### src/rtl/threewire_arbiter_if.sv
// Bundle between the requesters / three-wire master and the arbiter.
// The arbiter takes the slave view; the environment holds the master view.
interface threewire_arbiter_if #(
   parameter int NUM_REQ          = 4,
   parameter int TWA_ADDRESS_BITS = 10,
   parameter int TWA_DATA_BITS    = 32
);
   logic [NUM_REQ-1:0]                  in_req;
   logic [NUM_REQ-1:0]                  in_mode_wr;
   logic [NUM_REQ*TWA_ADDRESS_BITS-1:0] in_addr;
   logic [NUM_REQ*TWA_DATA_BITS-1:0]    in_wr_data;
   logic [NUM_REQ-1:0]                  out_grant;
   logic [NUM_REQ-1:0]                  out_ack;
   logic [NUM_REQ-1:0]                  out_err;
   logic [TWA_DATA_BITS-1:0]            out_rd_data;
   logic                                out_busy;
   logic                                out_tw_start;
   logic                                out_tw_mode_wr;
   logic [TWA_ADDRESS_BITS-1:0]         out_tw_addr;
   logic [TWA_DATA_BITS-1:0]            out_tw_wr_data;
   logic [TWA_DATA_BITS-1:0]            in_tw_rd_data;
   logic                                in_tw_busy;

   modport slave (
      input  in_req, in_mode_wr, in_addr, in_wr_data, in_tw_rd_data, in_tw_busy,
      output out_grant, out_ack, out_err, out_rd_data, out_busy,
             out_tw_start, out_tw_mode_wr, out_tw_addr, out_tw_wr_data
   );

   modport master (
      output in_req, in_mode_wr, in_addr, in_wr_data, in_tw_rd_data, in_tw_busy,
      input  out_grant, out_ack, out_err, out_rd_data, out_busy,
             out_tw_start, out_tw_mode_wr, out_tw_addr, out_tw_wr_data
   );
endinterface

### src/rtl/threewire_arbiter.sv
// Round-robin arbiter sharing one three-wire master among NUM_REQ requesters.
// Commands are latched at grant; ack/err pulse for one cycle to the owner.
module threewire_arbiter #(
   parameter int NUM_REQ           = 4,
   parameter int TWA_ADDRESS_BITS  = 10,
   parameter int TWA_DATA_BITS     = 32,
   parameter int TWA_START_TIMEOUT = 255
) (
   input logic                in_clk,
   input logic                in_rst_n,
   threewire_arbiter_if.slave bus
);
   localparam int IW = (NUM_REQ > 1) ? $clog2(NUM_REQ) : 1;
   localparam int CW = (TWA_START_TIMEOUT > 0) ? $clog2(TWA_START_TIMEOUT + 1) : 1;
   localparam logic [CW-1:0] TO_V = CW'(TWA_START_TIMEOUT);

   typedef enum logic [1:0] {IDLE, START, BUSY, DONE} state_t;

   state_t             state, state_nxt;
   logic [IW-1:0]      ptr, gidx, gidx_inc, win_idx;
   logic               win_vld;
   logic [CW-1:0]      cnt;
   logic               timeout;
   logic [NUM_REQ-1:0] g_oh;

   // first requester at or above ptr, wrapping
   always_comb begin
      logic [IW-1:0] cand;
      win_vld = 1'b0;
      win_idx = '0;
      cand    = '0;
      for (int i = 0; i < NUM_REQ; i++) begin
         cand = IW'((int'(ptr) + i) % NUM_REQ);
         if (!win_vld && bus.in_req[cand]) begin
            win_vld = 1'b1;
            win_idx = cand;
         end
      end
   end

   assign gidx_inc = (gidx == IW'(NUM_REQ - 1)) ? '0 : gidx + 1'b1;
   assign timeout  = (TWA_START_TIMEOUT != 0) && (cnt == TO_V);
   assign g_oh     = NUM_REQ'(1) << gidx;

   always_comb begin
      state_nxt = state;
      case (state)
         IDLE:  if (win_vld) state_nxt = START;
         START: begin
            if (timeout)            state_nxt = IDLE;
            else if (bus.in_tw_busy) state_nxt = BUSY;
         end
         BUSY:  if (!bus.in_tw_busy) state_nxt = DONE;
         DONE:  state_nxt = IDLE;
         default: state_nxt = IDLE;
      endcase
   end

   assign bus.out_busy     = (state != IDLE);
   assign bus.out_tw_start = (state == START);
   assign bus.out_grant    = (state == START || state == BUSY) ? g_oh : '0;
   assign bus.out_ack      = (state == DONE) ? g_oh : '0;
   assign bus.out_err      = (state == START && timeout) ? g_oh : '0;

   always_ff @(posedge in_clk or negedge in_rst_n) begin
      if (!in_rst_n) begin
         state              <= IDLE;
         ptr                <= '0;
         gidx               <= '0;
         cnt                <= '0;
         bus.out_tw_mode_wr <= 1'b0;
         bus.out_tw_addr    <= '0;
         bus.out_tw_wr_data <= '0;
         bus.out_rd_data    <= '0;
      end else begin
         state <= state_nxt;
         if (state == IDLE && win_vld) begin
            gidx               <= win_idx;
            cnt                <= '0;
            bus.out_tw_mode_wr <= bus.in_mode_wr[win_idx];
            bus.out_tw_addr    <= bus.in_addr[int'(win_idx)*TWA_ADDRESS_BITS +: TWA_ADDRESS_BITS];
            bus.out_tw_wr_data <= bus.in_wr_data[int'(win_idx)*TWA_DATA_BITS +: TWA_DATA_BITS];
         end else if (state == START && cnt != TO_V) begin
            cnt <= cnt + 1'b1;
         end
         if (state == BUSY && !bus.in_tw_busy && !bus.out_tw_mode_wr)
            bus.out_rd_data <= bus.in_tw_rd_data;
         if (state == DONE || (state == START && timeout))
            ptr <= gidx_inc;
      end
   end
endmodule

### src/flat_wrapper.sv
// flat-port wrapper written by rule: the top's interface ports become plain ports
module threewire_arbiter_flat 
#(
   parameter int NUM_REQ           = 4,
   parameter int TWA_ADDRESS_BITS  = 10,
   parameter int TWA_DATA_BITS     = 32,
   parameter int TWA_START_TIMEOUT = 255
)
  (in_clk, in_rst_n, bus_in_req, bus_in_mode_wr, bus_in_addr, bus_in_wr_data, bus_in_tw_rd_data, bus_in_tw_busy, bus_out_grant, bus_out_ack, bus_out_err, bus_out_rd_data, bus_out_busy, bus_out_tw_start, bus_out_tw_mode_wr, bus_out_tw_addr, bus_out_tw_wr_data);
  threewire_arbiter_if #(.NUM_REQ(NUM_REQ), .TWA_ADDRESS_BITS(TWA_ADDRESS_BITS), .TWA_DATA_BITS(TWA_DATA_BITS)) bus_i ();
  input logic in_clk;
  input logic in_rst_n;
  input wire logic [$bits(bus_i.in_req)-1:0] bus_in_req;
  input wire logic [$bits(bus_i.in_mode_wr)-1:0] bus_in_mode_wr;
  input wire logic [$bits(bus_i.in_addr)-1:0] bus_in_addr;
  input wire logic [$bits(bus_i.in_wr_data)-1:0] bus_in_wr_data;
  input wire logic [$bits(bus_i.in_tw_rd_data)-1:0] bus_in_tw_rd_data;
  input wire logic [$bits(bus_i.in_tw_busy)-1:0] bus_in_tw_busy;
  output wire logic [$bits(bus_i.out_grant)-1:0] bus_out_grant;
  output wire logic [$bits(bus_i.out_ack)-1:0] bus_out_ack;
  output wire logic [$bits(bus_i.out_err)-1:0] bus_out_err;
  output wire logic [$bits(bus_i.out_rd_data)-1:0] bus_out_rd_data;
  output wire logic [$bits(bus_i.out_busy)-1:0] bus_out_busy;
  output wire logic [$bits(bus_i.out_tw_start)-1:0] bus_out_tw_start;
  output wire logic [$bits(bus_i.out_tw_mode_wr)-1:0] bus_out_tw_mode_wr;
  output wire logic [$bits(bus_i.out_tw_addr)-1:0] bus_out_tw_addr;
  output wire logic [$bits(bus_i.out_tw_wr_data)-1:0] bus_out_tw_wr_data;
  assign bus_i.in_req = bus_in_req;
  assign bus_i.in_mode_wr = bus_in_mode_wr;
  assign bus_i.in_addr = bus_in_addr;
  assign bus_i.in_wr_data = bus_in_wr_data;
  assign bus_i.in_tw_rd_data = bus_in_tw_rd_data;
  assign bus_i.in_tw_busy = bus_in_tw_busy;
  assign bus_out_grant = bus_i.out_grant;
  assign bus_out_ack = bus_i.out_ack;
  assign bus_out_err = bus_i.out_err;
  assign bus_out_rd_data = bus_i.out_rd_data;
  assign bus_out_busy = bus_i.out_busy;
  assign bus_out_tw_start = bus_i.out_tw_start;
  assign bus_out_tw_mode_wr = bus_i.out_tw_mode_wr;
  assign bus_out_tw_addr = bus_i.out_tw_addr;
  assign bus_out_tw_wr_data = bus_i.out_tw_wr_data;
  threewire_arbiter #(.NUM_REQ(NUM_REQ), .TWA_ADDRESS_BITS(TWA_ADDRESS_BITS), .TWA_DATA_BITS(TWA_DATA_BITS), .TWA_START_TIMEOUT(TWA_START_TIMEOUT)) u_core (.in_clk(in_clk), .in_rst_n(in_rst_n), .bus(bus_i));
endmodule
### config.mk
export PLATFORM = sky130hd
export DESIGN_NAME = threewire_arbiter_flat
export DESIGN_NICKNAME = d
export VERILOG_FILES = /design/src/rtl/threewire_arbiter_if.sv /design/src/rtl/threewire_arbiter.sv /design/src/flat_wrapper.sv
export SDC_FILE = /design/constraint.sdc
export NUM_CORES = 1
export LEC_CHECK = 0
export ABC_AREA = 1
export ABC_CLOCK_PERIOD_IN_PS = 2200
export BUFFER_PORTS_ARGS = -buffer_cell sky130_fd_sc_hd__buf_4
export CORE_ASPECT_RATIO = 1.75
export CORE_MARGIN = 2
export CORE_UTILIZATION = 45
export DETAILED_ROUTE_END_ITERATION = 8
export GPL_TIMING_DRIVEN = 0
export PLACE_DENSITY = 0.8
export SLEW_MARGIN = 20
export SYNTH_ARGS = -nofsm -noshare
export SYNTH_HDL_FRONTEND = slang
export SYNTH_SLANG_ARGS = --single-unit
### constraint.sdc
create_clock -name in_clk -period 2.2 [get_ports in_clk]
set_input_delay 0.22 -clock in_clk [delete_from_list [all_inputs] [get_ports in_clk]]
set_output_delay 0.22 -clock in_clk [all_outputs]
set_load 0.01 [all_outputs]
==> results of run 1 <==
cells in the final DEF (no fill, tap or decap), types with 3 or more instances in the layout:
| cell | count |
|---|---|
| a21oi_1 | 6 |
| buf_1 | 4 |
| buf_2 | 6 |
| buf_4 | 312 |
| buf_6 | 9 |
| clkbuf_16 | 9 |
| clkbuf_2 | 12 |
| clkbuf_4 | 4 |
| dfrtp_1 | 89 |
| ha_1 | 9 |
| inv_1 | 164 |
| inv_6 | 4 |
| inv_8 | 3 |
| mux2_2 | 32 |
| nand2_1 | 295 |
| nand2_2 | 3 |
| nand2_4 | 3 |
| nand3_1 | 75 |
| nand4_1 | 41 |
| nor2_1 | 16 |
| nor2_4 | 3 |
| o21ai_0 | 19 |
| o21ai_1 | 36 |
per-layer routing:
layer	global-route usage [%]	routed length, µm
met5	0	0
met4	11.9	594
met3	4.58	1270
met2	51.0	10700
met1	29.0	6710
state kept, by name, indices dropped and copies added, names as in the netlist, named ones only:
register,flops
u_core.bus.out_rd_data,32
u_core.bus.out_tw_addr,10
u_core.bus.out_tw_mode_wr,1
u_core.bus.out_tw_wr_data,32
u_core.cnt,8
u_core.gidx,2
u_core.ptr,2
u_core.state,1
logic make-up after synthesis:
family,after synthesis,share of synthesized area (%)
AND/OR/NAND/NOR,441,32.7
buffers and inverters,214,15.3
flip-flops,89,38.3
AO/OA/AOI/OAI,64,5.55
multiplexers,32,6.19
adder cells (fa/ha/maj),9,1.94
worst reg2reg max path, stage by stage, from the launching register on:
cell and delay [ns]:
dfrtp_1 0.40, buf_6 0.14, inv_6 0.09, nand2_1 0.08, nand3_1 0.11, nand2_2 0.10
inv_2 0.08, nand2_1 0.09, nand2_4 0.11, nand3_4 0.12, buf_12 0.18, buf_6 0.14
nand2_1 0.06, o21ai_0 0.08, nand2_1 0.07, nand3_1 0.07
cell type report:
type / count / area [µm²]
buffer: 46 / 338
clock buffer: 9 / 225
clock inverter: 7 / 68.8
fill: 1179 / 4050
inverter: 168 / 638
multi-input combinational: 546 / 2750
sequential: 89 / 2230
tap: 171 / 214
timing repair buffer: 304 / 2290
path summary, 6_finish.rpt:
path                                               start                             to  cells after the start
hold reg to reg            u_core.bus.out_tw_wr_data[10]  u_core.bus.out_tw_wr_data[10]                      2
hold / removal                     bus_in_tw_rd_data[24]     u_core.bus.out_rd_data[24]                      2
min in group asynchronous                       in_rst_n      u_core.bus.out_rd_data[4]                      2
setup reg to reg                           u_core.ptr[0]   u_core.bus.out_tw_wr_data[3]                     15
setup / recovery                           u_core.ptr[0]   u_core.bus.out_tw_wr_data[3]                     15
max in group asynchronous                       in_rst_n                  u_core.cnt[3]                      2
report_power, final:
| part | switching (W) | total, W | internal [W] |
|---|---|---|---|
| Combinational | 0.00578 | 0.00986 | 0.00408 |
| Clock | 0.000726 | 0.00153 | 0.000805 |
| Sequential | 0.000432 | 0.00288 | 0.00244 |
repair_timing:
action                     4_1_cts  5_1_grt
resized for setup                1       67
setup buffers                    0        3
gates cloned                     0        1
hold buffers                     1        0
setup endpoints to repair        5       47
pin swaps                        0        2
hold endpoints to repair        58        0
stage by stage:
stage / setup WS (ns) / hold slack [ns]
after global routing: 0.000883 / 0.0898
final: 0.144 / 0.0984
after global placement: 0.0408 / 0.453
after CTS: -0.0185 / 0.0908
after detailed placement: 0.00184 / 0.348
after floorplan: 0.385 / -0.0756
==> impl_results.md, run 1 <==
- Count of final hold-check violations: 0
- Data required time at the worst endpoint: about 2.4 ns
- Final wirelength: 19,200 µm
- Num rows: between 50 and 60
- Setup Skew: approximately 0.013 ns
- Critical Path Source Type: flip-flop
- Initial antenna violation count: 0
- Area grow syn2layout: 50.3%
- Bufs on Longest Clock Path: 2
- CP max stage cell: dfrtp_1
- Non-Filler Instances: around 1,300
- Synth Flop Type: dfrtp_1
- Gp weighted congestion: 0.883
- Die height: ~150 µm
- Max stage delay on crit path: ~0.40 ns
- Initial Util: ~45%
- First-pass GRT wire length: 30,300 µm
- Wire length per cell: roughly 14 µm
- Layout cells sized above 1: around a third
- Ordered cell list for the critical path: buf_6 -> inv_6 -> nand2_1 -> nand3_1 -> nand2_2 -> inv_2 -> nand2_1 -> nand2_4 -> nand3_4 -> buf_12 -> buf_6 -> nand2_1 -> o21ai_0 -> nand2_1 -> nand3_1
- MaxCap Viol Count: 0
- Clk pin slew, worst setup/hold paths: 0.08 ns
- Post-synthesis sequential area ratio: a little under two fifths
- Initial DRC Count: between 200 and 250
- Syn Area/Cell: between 6 and 7 µm²
- CP max FO: 10
- Fraction of registers with async set/reset: 100%
- Setup TNS: 0 ns
- Period utilisation layout: about 93%
- Finish-stage setup viols: 0
- Clk Latency, worst-skew pair: between 0.3 and 0.4 ns
- CP top delay family: simple AND/OR/NAND/NOR gates
- Fin. max-slew vios: 0
- Post-synth cell types: 25
- DP HPWL: 15,100 µm
- Min-Delay Path Class: in2reg
- H-tree Lvls: 3
- Vias in the first global route: between 6,000 and 7,000
- Die Span X: ~90 µm
- CTS tree: done
- Post-synth EDFFs: 0
- Post-synth top area cell: dfrtp_1
- Via/cell ratio: 4.95
- Cell with the most instances after synthesis: nand2_1
- Cells after Synth: 849
- Finished layout cell area: about 8700 µm²
- Fin util: about two thirds
- Routed vias: 6,629
- Placed cells: 1,319
- Seq cells post-synth: slightly below 90
- Cell area after synthesis: 5820 µm²
- Slew headroom: between 40% and 50%
- Antenna cells: 0
- Die area: ~14,000 µm²
- Status: finished clean
- Min Tclk post-route: 2.06 ns
- Worst Setup End Kind: flip-flop
- Slew of the pin with the lowest slew margin: roughly 0.82 ns
- Unrepaired setup endpoints after global routing: true
- Setup CP Type: reg2reg
- Layout Nets: ~1,400
- Flop2flop setup slack: 0.14 ns
- Peak VDD IR: around 1.0 mV
- Sinks on Clock Net: 89
- Largest net degree at the start of global routing: 90
- Crit path top cell by count: nand2_1
- TritonRoute pass-1 iters: 5
- Root Buffer: clkbuf_16
- Core Region: 12,800 µm²
- Static Leak: 5.14 nW
- Syn nets: about 1,100
- DP Area: 8280 µm²
- Buf/Inv on CP: 5
- Boundary pin count: 300
- Synth area leaders: dfrtp_1 (38%), nand2_1 (19%), inv_1 (11%)
- Final ANT Viol Nets: 0
- I/O Buffers: 299
- Top cells by count, synth: nand2_1 (297), inv_1 (164), dfrtp_1 (89), nand3_1 (76), nand4_1 (41)
- CTS Buf Count: 9
- Synth top area share: 38.3%
- Tot GR Track Use: between 20% and 30%
- Drt drc: 0
- Crit path DAT: ~2.3 ns
- FMAX: around 0.49 GHz
- Grt ovf: 0
- Synth Warn #: 0
- Tot Pwr: ~0.014 W
- Pwr dens: around 1600 nW/µm²
No activity file was read; power rests on OpenSTA's default activity.
==> inputs of run 2 (changes only) <==
BUFFER_PORTS_ARGS = unset   (was -buffer_cell sky130_fd_sc_hd__buf_4)
CTS_CLUSTER_DIAMETER = 200   (was unset)
DONT_BUFFER_PORTS = 1   (was unset)
PLACE_DENSITY = unset   (was 0.8)
==> impl_results.md, run 2 (same netlist as run 1, synthesis figures left out) <==
- Status: finished with violations
- Failing checks: hold timing
- CTS tree: done
- DP HPWL: 13,300 µm
- Top flop regs: u_core.bus.out_rd_data: 32 flops, u_core.bus.out_tw_wr_data: 32 flops, u_core.bus.out_tw_addr: 10 flops
- Peak VDD IR: 1.12 mV
- Min Tclk post-route: roughly 2.1 ns
- Buf/Inv on CP: 4
- Die Span X: roughly 90 µm
- Layout cells sized above 1: 14.6%
- Initial Util: 45.5%
- Bufs on Longest Clock Path: 2
- Setup CP Type: reg2reg
- Min-Delay Path Class: in2async
- Static Leak: approximately 3.7 nW
- Vias in the first global route: between 5,000 and 6,000
- Die area: ~14,000 µm²
- Area grow syn2layout: 13.8%
- Critical Path Source Type: flip-flop
- Tot Pwr: between 0.01 and 0.015 W
- I/O Buffers: 0
- Grt ovf: 0
- Pwr dens: about 2000 nW/µm²
- Clk Latency, worst-skew pair: between 0.3 and 0.4 ns
- Drt drc: 0
- Worst Setup End Kind: flip-flop
- Slew of the pin with the lowest slew margin: roughly 0.5 ns
- Clk pin slew, worst setup/hold paths: 0.08 ns
- H-tree Lvls: 3
- Layout Nets: 1,093
- Setup Skew: between 0.01 and 0.015 ns
- Sinks on Clock Net: 89
- TritonRoute pass-1 iters: 8
- Gp weighted congestion: slightly above 0.9
- Fin. max-slew vios: 0
- Slew headroom: about two thirds
- Boundary pin count: 300
- Final wirelength: between 15,000 and 20,000 µm
- Most common cell after layout, fill and taps aside: nand2_1
- Max stage delay on crit path: roughly 0.38 ns
- Initial antenna violation count: 0
- Data required time at the worst endpoint: around 2.4 ns
- Finish-stage setup viols: 0
- Hold WS: -0.444 ns
- Num rows: 55
- CTS Buf Count: 9
- Period utilisation layout: between 90% and 100%
- Antenna cells: 0
- MaxCap Viol Count: 0
- Commonest non-fill, non-tap cells in the layout: nand2_1 (287), inv_1 (163), dfrtp_1 (88)
- Via/cell ratio: around 5.3
- Ordered cell list for the critical path: buf_6 -> inv_8 -> nand2_2 -> nand2_2 -> nand2_1 -> nand2_1 -> nand2_2 -> nand2_2 -> nand2_4 -> nand3_4 -> buf_12 -> buf_6 -> nand2_1 -> o21ai_0 -> nand2_1 -> nand3_1
- Root Buffer: clkbuf_16
- Routed vias: ~5,600
- Count of final hold-check violations: 89
- Initial DRC Count: roughly 230
- Largest net degree at the start of global routing: 90
- First-pass GRT wire length: around 26,000 µm
- CP max stage cell: dfrtp_1
- Fill cells: around 1,300
- CP top delay family: simple AND/OR/NAND/NOR gates
- Core Region: roughly 13,000 µm²
- FMAX: roughly 0.48 GHz
- CP max FO: 10
- Crit path DAT: between 2 and 2.5 ns
- Tot GR Track Use: a little under a quarter
- Die height: roughly 150 µm
- Final ANT Viol Nets: 0
- Wire length per cell: about 16 µm
run 2: layer usage:
metal  global-route usage [%]  routed length, µm
met2                     43.0               8980
met3                     5.11               1150
met1                     25.7               6500
met4                     11.7                640
met5                        0                  0
run 2: worst register-to-register path: stages (launching register included):
cell	delay (ns)
dfrtp_1	0.38
buf_6	0.15
inv_8	0.05
nand2_2	0.05
nand2_2	0.09
nand2_1	0.09
nand2_1	0.07
nand2_2	0.11
nand2_2	0.08
nand2_4	0.11
nand3_4	0.16
buf_12	0.18
buf_6	0.14
nand2_1	0.08
o21ai_0	0.09
nand2_1	0.07
nand3_1	0.07
run 2: area by class of cell:
| class | count | area [µm²] | share of cell area (%) |
|---|---|---|---|
| Timing Repair Buffer | 13 | 125 | 1.89 |
| Multi-Input combinational cell | 546 | 2770 | 41.9 |
| Inverter | 168 | 638 | 9.64 |
| Buffer | 46 | 322 | 4.86 |
| Sequential cell | 89 | 2230 | 33.7 |
| Tap cell | 171 | 214 | 3.23 |
| Clock inverter | 7 | 95.1 | 1.44 |
| Clock buffer | 9 | 225 | 3.40 |
run 2: report_power, final:
group / internal (W) / switching [W] / total [W]
combinational: 0.00308 / 0.00506 / 0.00814
clock: 0.000915 / 0.000726 / 0.00164
sequential: 0.00245 / 0.000893 / 0.00334
run 2: path summary, 6_finish.rpt:
path	startpoint	to	slack, ns	cells after the start
max	u_core.ptr[0]	u_core.bus.out_tw_addr[6]	0.11	16
min	in_rst_n	u_core.bus.out_tw_wr_data[28]	-0.44	0
max reg2reg	u_core.ptr[0]	u_core.bus.out_tw_addr[6]	0.11	16
min reg2reg	u_core.cnt[3]	u_core.cnt[3]	0.49	1
max in group asynchronous	in_rst_n	u_core.bus.out_tw_addr[0]	2.52	0
min in group in_clk	bus_in_tw_rd_data[17]	u_core.bus.out_rd_data[17]	0.02	1
run 2: stage by stage:
stage	setup TNS (ns)	util [%]	setup slack, ns	cell area (µm²)	cells
final	0	51.7	0.106	6620	1049
after CTS	0	49.7	0.00139	6360	1036
after global routing	-0.442	51.7	-0.0354	6620	1049
after detailed placement	-0.0974	47.1	-0.0313	6030	1020
after global placement	0	47.1	0.0184	6030	1020
after floorplan	0	-	0.385	5820	849
run 2: repair_timing:
item,in CTS,in global routing
pin swaps,0,6
setup buffers,0,6
endpoints found under the hold margin,89,94
gates resized for setup,4,71
endpoints found under the setup margin,20,50
cloned,0,2
